--- src/rtl/load_store_unit_if.sv ---
// Request, RAM port-B and writeback/exception signals of the load/store unit.
// The unit sits on the slave modport; execute, RAM and writeback sit on master.
interface load_store_unit_if #(
    parameter int cXLEN = 32,
    parameter int cAW   = 10
);
    // Request from execute
    logic             valid;
    logic             ready;
    logic             load;
    logic             store;
    logic [2:0]       funct3;
    logic [cXLEN-1:0] addr;
    logic [cXLEN-1:0] wdata;
    logic [4:0]       rd;
    // RAM port B
    logic             en_b;
    logic             wen_b;
    logic [cAW-1:0]   addr_b;
    logic [cXLEN-1:0] wdata_b;
    logic [cXLEN-1:0] rdata_b;
    // Writeback and exception
    logic             wb_valid;
    logic [4:0]       wb_rd;
    logic [cXLEN-1:0] wb_data;
    logic             exc_valid;
    logic [cXLEN-1:0] exc_addr;

    modport master (
        output valid, load, store, funct3, addr, wdata, rd, rdata_b,
        input  ready, en_b, wen_b, addr_b, wdata_b,
               wb_valid, wb_rd, wb_data, exc_valid, exc_addr
    );

    modport slave (
        input  valid, load, store, funct3, addr, wdata, rd, rdata_b,
        output ready, en_b, wen_b, addr_b, wdata_b,
               wb_valid, wb_rd, wb_data, exc_valid, exc_addr
    );
endinterface

--- src/rtl/load_store_unit.sv ---
// Data-side memory stage: RV32I loads/stores on port B of the shared RAM.
// Sub-word stores are done as read-modify-write because the RAM only has a
// per-word write enable. Faulting requests raise a one-cycle exception pulse.
module load_store_unit #(
    parameter int cXLEN      = 32,
    parameter int cRamDepth  = 1024,
    parameter int cRdLatency = 1      // 1 or 2
) (
    input  logic             clk_i,
    input  logic             rst_i,
    load_store_unit_if.slave lsu_io
);
    localparam int cAW = $clog2(cRamDepth);

    localparam logic [2:0] cF3B  = 3'b000;
    localparam logic [2:0] cF3H  = 3'b001;
    localparam logic [2:0] cF3W  = 3'b010;
    localparam logic [2:0] cF3BU = 3'b100;
    localparam logic [2:0] cF3HU = 3'b101;

    typedef enum logic [1:0] {IDLE, RD, WAIT, WR} state_e;

    state_e           state_q;
    logic [1:0]       wait_cnt_q;
    // Latched operation
    logic             is_load_q;
    logic [2:0]       funct3_q;
    logic [1:0]       lane_q;
    logic [cXLEN-1:0] data_q;
    logic [4:0]       rd_q;
    // Registered outputs
    logic             ready_q;
    logic             en_b_q;
    logic             wen_b_q;
    logic [cAW-1:0]   addr_b_q;
    logic [cXLEN-1:0] wdata_b_q;
    logic             wb_valid_q;
    logic [4:0]       wb_rd_q;
    logic [cXLEN-1:0] wb_data_q;
    logic             exc_valid_q;
    logic [cXLEN-1:0] exc_addr_q;

    logic illegal;
    logic misaligned;

    // Extract the addressed byte/half from a read word and extend it.
    function automatic logic [cXLEN-1:0] extract_load(input logic [cXLEN-1:0] word,
                                                      input logic [2:0]       f3,
                                                      input logic [1:0]       lane);
        logic [7:0]  b;
        logic [15:0] h;
        b = word[8*lane +: 8];
        h = word[16*lane[1] +: 16];
        case (f3)
            cF3B:    extract_load = {{(cXLEN-8){b[7]}}, b};
            cF3H:    extract_load = {{(cXLEN-16){h[15]}}, h};
            cF3BU:   extract_load = {{(cXLEN-8){1'b0}}, b};
            cF3HU:   extract_load = {{(cXLEN-16){1'b0}}, h};
            default: extract_load = word;
        endcase
    endfunction

    // Overlay the store byte/half onto the word read back from RAM.
    function automatic logic [cXLEN-1:0] merge_store(input logic [cXLEN-1:0] word,
                                                     input logic [cXLEN-1:0] data,
                                                     input logic [2:0]       f3,
                                                     input logic [1:0]       lane);
        logic [cXLEN-1:0] m;
        m = word;
        if (f3 == cF3B) begin
            m[8*lane +: 8] = data[7:0];
        end else begin
            m[16*lane[1] +: 16] = data[15:0];
        end
        return m;
    endfunction

    // Classify the presented request as illegal or misaligned.
    // NOTE: every combinational output is assigned on every path, so no latch is inferred.
    always_comb begin
        illegal    = (lsu_io.load && lsu_io.store)
                   || (lsu_io.funct3 == 3'b011)
                   || (lsu_io.funct3[2:1] == 2'b11)
                   || (lsu_io.store && lsu_io.funct3[2]);
        misaligned = ((lsu_io.funct3[1:0] == 2'b01) && lsu_io.addr[0])
                   || ((lsu_io.funct3[1:0] == 2'b10) && (lsu_io.addr[1:0] != 2'b00));
    end

    // Single FSM: accept, read, wait for RAM data, write; all outputs registered.
    // NOTE: state is updated with non-blocking assignments so every register samples pre-edge values.
    always_ff @(posedge clk_i) begin
        if (rst_i) begin
            state_q     <= IDLE;
            wait_cnt_q  <= '0;
            is_load_q   <= 1'b0;
            funct3_q    <= '0;
            lane_q      <= '0;
            data_q      <= '0;
            rd_q        <= '0;
            ready_q     <= 1'b0;
            en_b_q      <= 1'b0;
            wen_b_q     <= 1'b0;
            addr_b_q    <= '0;
            wdata_b_q   <= '0;
            wb_valid_q  <= 1'b0;
            wb_rd_q     <= '0;
            wb_data_q   <= '0;
            exc_valid_q <= 1'b0;
            exc_addr_q  <= '0;
        end else begin
            wb_valid_q  <= 1'b0;
            exc_valid_q <= 1'b0;
            case (state_q)
                IDLE: begin
                    ready_q <= 1'b1;
                    if (lsu_io.valid && ready_q && (lsu_io.load || lsu_io.store)) begin
                        if (illegal || misaligned) begin
                            exc_valid_q <= 1'b1;
                            exc_addr_q  <= lsu_io.addr;
                        end else begin
                            ready_q   <= 1'b0;
                            is_load_q <= lsu_io.load;
                            funct3_q  <= lsu_io.funct3;
                            lane_q    <= lsu_io.addr[1:0];
                            data_q    <= lsu_io.wdata;
                            rd_q      <= lsu_io.rd;
                            addr_b_q  <= lsu_io.addr[cAW+1:2];
                            en_b_q    <= 1'b1;
                            if (lsu_io.store && (lsu_io.funct3 == cF3W)) begin
                                wen_b_q   <= 1'b1;
                                wdata_b_q <= lsu_io.wdata;
                                state_q   <= WR;
                            end else begin
                                wen_b_q <= 1'b0;
                                state_q <= RD;
                            end
                        end
                    end
                end
                RD: begin
                    en_b_q     <= 1'b0;
                    wait_cnt_q <= 2'(cRdLatency - 1);
                    state_q    <= WAIT;
                end
                WAIT: begin
                    if (wait_cnt_q == 2'd0) begin
                        if (is_load_q) begin
                            wb_valid_q <= (rd_q != 5'd0);
                            wb_rd_q    <= rd_q;
                            wb_data_q  <= extract_load(lsu_io.rdata_b, funct3_q, lane_q);
                            ready_q    <= 1'b1;
                            state_q    <= IDLE;
                        end else begin
                            en_b_q    <= 1'b1;
                            wen_b_q   <= 1'b1;
                            wdata_b_q <= merge_store(lsu_io.rdata_b, data_q, funct3_q, lane_q);
                            state_q   <= WR;
                        end
                    end else begin
                        wait_cnt_q <= wait_cnt_q - 2'd1;
                    end
                end
                WR: begin
                    en_b_q  <= 1'b0;
                    wen_b_q <= 1'b0;
                    ready_q <= 1'b1;
                    state_q <= IDLE;
                end
                default: state_q <= IDLE;
            endcase
        end
    end

    assign lsu_io.ready     = ready_q;
    assign lsu_io.en_b      = en_b_q;
    assign lsu_io.wen_b     = wen_b_q;
    assign lsu_io.addr_b    = addr_b_q;
    assign lsu_io.wdata_b   = wdata_b_q;
    assign lsu_io.wb_valid  = wb_valid_q;
    assign lsu_io.wb_rd     = wb_rd_q;
    assign lsu_io.wb_data   = wb_data_q;
    assign lsu_io.exc_valid = exc_valid_q;
    assign lsu_io.exc_addr  = exc_addr_q;
endmodule
--- src/flat_wrapper.sv ---
// flat-port wrapper written by rule: the top's interface ports become plain ports
module load_store_unit_flat 
#(
    parameter int cXLEN      = 32,
    parameter int cRamDepth  = 1024,
    parameter int cRdLatency = 1               
)
  (clk_i, rst_i, lsu_io_valid, lsu_io_load, lsu_io_store, lsu_io_funct3, lsu_io_addr, lsu_io_wdata, lsu_io_rd, lsu_io_rdata_b, lsu_io_ready, lsu_io_en_b, lsu_io_wen_b, lsu_io_addr_b, lsu_io_wdata_b, lsu_io_wb_valid, lsu_io_wb_rd, lsu_io_wb_data, lsu_io_exc_valid, lsu_io_exc_addr);
  load_store_unit_if #(.cXLEN(cXLEN)) lsu_io_i ();
  input  logic clk_i;
  input  logic rst_i;
  input wire logic [$bits(lsu_io_i.valid)-1:0] lsu_io_valid;
  input wire logic [$bits(lsu_io_i.load)-1:0] lsu_io_load;
  input wire logic [$bits(lsu_io_i.store)-1:0] lsu_io_store;
  input wire logic [$bits(lsu_io_i.funct3)-1:0] lsu_io_funct3;
  input wire logic [$bits(lsu_io_i.addr)-1:0] lsu_io_addr;
  input wire logic [$bits(lsu_io_i.wdata)-1:0] lsu_io_wdata;
  input wire logic [$bits(lsu_io_i.rd)-1:0] lsu_io_rd;
  input wire logic [$bits(lsu_io_i.rdata_b)-1:0] lsu_io_rdata_b;
  output wire logic [$bits(lsu_io_i.ready)-1:0] lsu_io_ready;
  output wire logic [$bits(lsu_io_i.en_b)-1:0] lsu_io_en_b;
  output wire logic [$bits(lsu_io_i.wen_b)-1:0] lsu_io_wen_b;
  output wire logic [$bits(lsu_io_i.addr_b)-1:0] lsu_io_addr_b;
  output wire logic [$bits(lsu_io_i.wdata_b)-1:0] lsu_io_wdata_b;
  output wire logic [$bits(lsu_io_i.wb_valid)-1:0] lsu_io_wb_valid;
  output wire logic [$bits(lsu_io_i.wb_rd)-1:0] lsu_io_wb_rd;
  output wire logic [$bits(lsu_io_i.wb_data)-1:0] lsu_io_wb_data;
  output wire logic [$bits(lsu_io_i.exc_valid)-1:0] lsu_io_exc_valid;
  output wire logic [$bits(lsu_io_i.exc_addr)-1:0] lsu_io_exc_addr;
  assign lsu_io_i.valid = lsu_io_valid;
  assign lsu_io_i.load = lsu_io_load;
  assign lsu_io_i.store = lsu_io_store;
  assign lsu_io_i.funct3 = lsu_io_funct3;
  assign lsu_io_i.addr = lsu_io_addr;
  assign lsu_io_i.wdata = lsu_io_wdata;
  assign lsu_io_i.rd = lsu_io_rd;
  assign lsu_io_i.rdata_b = lsu_io_rdata_b;
  assign lsu_io_ready = lsu_io_i.ready;
  assign lsu_io_en_b = lsu_io_i.en_b;
  assign lsu_io_wen_b = lsu_io_i.wen_b;
  assign lsu_io_addr_b = lsu_io_i.addr_b;
  assign lsu_io_wdata_b = lsu_io_i.wdata_b;
  assign lsu_io_wb_valid = lsu_io_i.wb_valid;
  assign lsu_io_wb_rd = lsu_io_i.wb_rd;
  assign lsu_io_wb_data = lsu_io_i.wb_data;
  assign lsu_io_exc_valid = lsu_io_i.exc_valid;
  assign lsu_io_exc_addr = lsu_io_i.exc_addr;
  load_store_unit #(.cXLEN(cXLEN), .cRamDepth(cRamDepth), .cRdLatency(cRdLatency)) u_core (.clk_i(clk_i), .rst_i(rst_i), .lsu_io(lsu_io_i));
endmodule
--- config.mk ---
export PLATFORM = sky130hd
export DESIGN_NAME = load_store_unit_flat
export DESIGN_NICKNAME = d
export VERILOG_FILES = /design/src/rtl/load_store_unit_if.sv /design/src/rtl/load_store_unit.sv /design/src/flat_wrapper.sv
export SDC_FILE = /design/constraint.sdc
export NUM_CORES = 1
export LEC_CHECK = 0
export CAP_MARGIN = 10
export CORE_MARGIN = 4
export CORE_UTILIZATION = 39
export CTS_BUF_LIST = sky130_fd_sc_hd__clkbuf_2
export CTS_CLUSTER_DIAMETER = 120
export DETAILED_ROUTE_END_ITERATION = 6
export DONT_BUFFER_PORTS = 1
export PLACE_DENSITY_LB_ADDON = 0.3
export SYNTH_ARGS = -nofsm -noshare
export SYNTH_HDL_FRONTEND = slang
export SYNTH_SLANG_ARGS = --single-unit
--- constraint.sdc ---
create_clock -name clk_i -period 3.7 [get_ports clk_i]
set_input_delay 0.74 -clock clk_i [delete_from_list [all_inputs] [get_ports clk_i]]
set_output_delay 0.74 -clock clk_i [all_outputs]
set_load 0.02 [all_outputs]
==> results.md <==
- Setup Viol. Count Final: 0
- PortBufs: 0
- Leakage: between 0.002 and 0.003 µW
- Slew @ Worst Pin: 1.08 ns
- RePlAce Congestion: just under 0.9
- Area grow syn2layout: 5.33%
- H-Tree Level Count: 4
- Clock root buffer: clkbuf_2
- Global-route wire length before repair: 40300 µm
- Resized cells post-CTS: 0
- All-Layer GR Usage: 22.8%
- DRC: 0
- Die X: 149 µm
- Ys Warns: 0
- TNS Setup: 0 ns
- IO Count: 225
- Number of distinct library cells after synthesis: 45
- Power per cell area: 462 nW/µm²
- Clock skew: 0.0352 ns
- Routed len/inst: 22.2 µm
- Yosys reg bits: 147
- Layout cells sized above 1: 7.35%
- Largest net degree at the start of global routing: 115
- Crit Path Max Fanout: between 50 and 60
- Antenna violations before repair: 1
- Final hold violation count: 0
- Most frequent cells in the layout: dfxtp_1 (146), a21oi_1 (130), o21ai_0 (79), nand3_1 (78), nor2_1 (66)
- DRT Pass-1 Iters: 5
- Startpoint class of the critical path: register
- Ys flop type: dfxtp_1
- Mapped Cells: 965
- Initial Util: 39.8%
- Placed wire-length estimate: ~18000 µm
- Die Span Y: 149 µm
- XOR/XNOR Fraction of Synth Area: 0%
- Max IR drop VDD: between 0.2 and 0.3 mV
- Largest family of logic cells by synthesized area: compound AO/OA/AOI/OAI gates
- Asr flop ratio synth: 0%
- Core ar.: 19500 µm²
- Compound-gate portion of the synthesized area: 28.9%
- Critical path class: reg -> reg
- CTS Sinks: 147
- Final Critical Period: 2.56 ns
- Post-CTS setup buffer count: 0
- Grt total ovfl: 0
- Nets: about 1000
- Mux cell area share after synthesis: 6.73%
- Slew Limit Fails: 0
- Worst slew margin: 27.8%
- EDFF count, synth: 0
- Worst reg2reg setup slack: 1.14 ns
- Clock buffer count from CTS: 17
- CTS tree: yes
- Die area: between 20000 and 25000 µm²
- Max Clock Freq: between 0.3 and 0.4 GHz
- Drt via density: between 6 and 7
- Row Count: 51
- Status: finished, final reports clean
- Synth Cell Area: about 7800 µm²
- Routed Antenna Nets: 0
- Post-Synth Adder-Cell Area: 1.77%
- Commonest non-fill, non-tap cell in the layout: dfxtp_1
- Worst EP required: between 4 and 5 ns
- CTS Buffer Depth: 2
- Syn Nets: 1085
- Final WL: 26200 µm
- Vias in the first global route: 6858
- Crit. End Element: register
- Critical path data arrival time: 3.16 ns
- Total number of vias: 7251
- DR iter-0 viols: between 700 and 800
- HP Class: in -> reg
- Finished Cell Area: 8190 µm²
- Sequential area share after synthesis: 37.9%
- Synthesized area per cell: slightly above 8 µm²
- Max cap viols: 0
- Worst skew pair latency: 0.74 ns
- Post-DP Area: 7850 µm²
- Simple-Gate Fraction of Synth Area: 17.9%
- Clock-pin slew on the worst setup and hold paths: 0.27 ns
- Final worst path period share: between 60% and 70%
- RSZ-0062 raised after global routing: no
per-stage QoR:
step	power (µW)	setup WS, ns	util (%)	cells	hold slack (ns)
finish	3780	1.14	41.9	1178	0.0908
detailed placement	2740	1.16	40.2	1140	0.462
global route	3990	1.00	41.9	1178	0.00285
global placement	2730	1.21	40.2	1140	0.447
CTS	3820	1.16	41.9	1176	0.000448
floorplan	2540	1.09	-	965	0.441
registers in the layout, summed over array words and instances, names as in the netlist:
name	flops
u_core.state_q	2
u_core.lsu_io.wb_data	32
u_core.lane_q	2
u_core.data_q	16
u_core.lsu_io.wb_valid	1
u_core.lsu_io.wen_b	1
u_core.lsu_io.wdata_b	32
u_core.lsu_io.exc_addr	32
u_core.is_load_q	1
u_core.lsu_io.addr_b	10
u_core.wait_cnt_q	2
u_core.lsu_io.wb_rd	5
u_core.rd_q	5
u_core.lsu_io.en_b	1
u_core.lsu_io.exc_valid	1
u_core.funct3_q	3
u_core.lsu_io.ready	1
cells in the mapped netlist, types with 16 or more instances:
cell | count | area [µm²]
mux2i_1 | 41 | 410
a22oi_1 | 32 | 240
dfxtp_1 | 147 | 2940
o211ai_1 | 25 | 188
a21oi_1 | 130 | 651
o21ai_0 | 79 | 395
nor3_1 | 16 | 80.1
nand3b_1 | 16 | 120
clkbuf_1 | 75 | 282
a221oi_1 | 34 | 298
buf_2 | 19 | 95.1
inv_1 | 26 | 97.6
nand2_1 | 36 | 135
nand2b_1 | 29 | 181
a211oi_1 | 23 | 173
nor2_1 | 67 | 251
nand3_1 | 78 | 390
power breakdown:
group | switching, µW | leakage [µW] | total (µW) | internal, µW
Combinational | 546 | 0.00119 | 862 | 316
Clock | 662 | 0.000159 | 1060 | 400
Sequential | 177 | 0.00119 | 1860 | 1680
Total | 1390 | 0.00254 | 3780 | 2400
kinds of logic (layout without fill, tap and decap cells):
logic type	count (synthesis)	in the layout
buffers and inverters	131	78
and+or+nand+nor	270	270
muxes	50	50
AOI/OAI and AO/OA	356	356
adders and majority gates	11	11
other	0	1
DFF	147	147
critical path: stages, from the launching register on:
cell and delay (ns):
dfxtp_2 0.37, buf_4 0.62, mux4_2 0.63, or2_1 0.26
a21oi_4 0.41, a211oi_1 0.15
area by class of cell:
cell class | count | area (µm²)
diodes | 1 | 2.50
clock buffers | 17 | 85.1
clock inverters | 15 | 198
fillers | 2026 | 11300
inverters | 27 | 101
multi-input cells | 687 | 4340
flip-flops and latches | 147 | 2940
well taps | 265 | 332
repair buffers | 19 | 180
what timing repair did:
item,4_1_cts,5_1_grt
endpoints found under the setup margin,0,0
endpoints found under the hold margin,28,1
hold buffers,4,1
per-layer routing:
layer	vias up	part of all wire, %	GRT usage, %
met4	0	2.5	7.87
met2	331	46	35.8
met5	-	0	0
li1	3430	-	-
met1	3456	39	29.2
met3	34	12	8.23
final timing paths:
kind | end | cells past startpoint | from
worst max-delay path | u_core.lsu_io.wb_data[21]$_SDFFE_PP0P_ | 5 | u_core.lane_q[1]$_SDFFE_PP0P_
worst min-delay path | u_core.lsu_io.addr_b[0]$_SDFFE_PP0P_ | 2 | lsu_io_addr[2]
worst max register to register | u_core.lsu_io.wb_data[21]$_SDFFE_PP0P_ | 5 | u_core.lane_q[1]$_SDFFE_PP0P_
worst min register to register | u_core.lsu_io.wb_rd[4]$_SDFFE_PP0P_ | 2 | u_core.rd_q[4]$_SDFFE_PP0P_
Power figures use the tool's default switching activity.
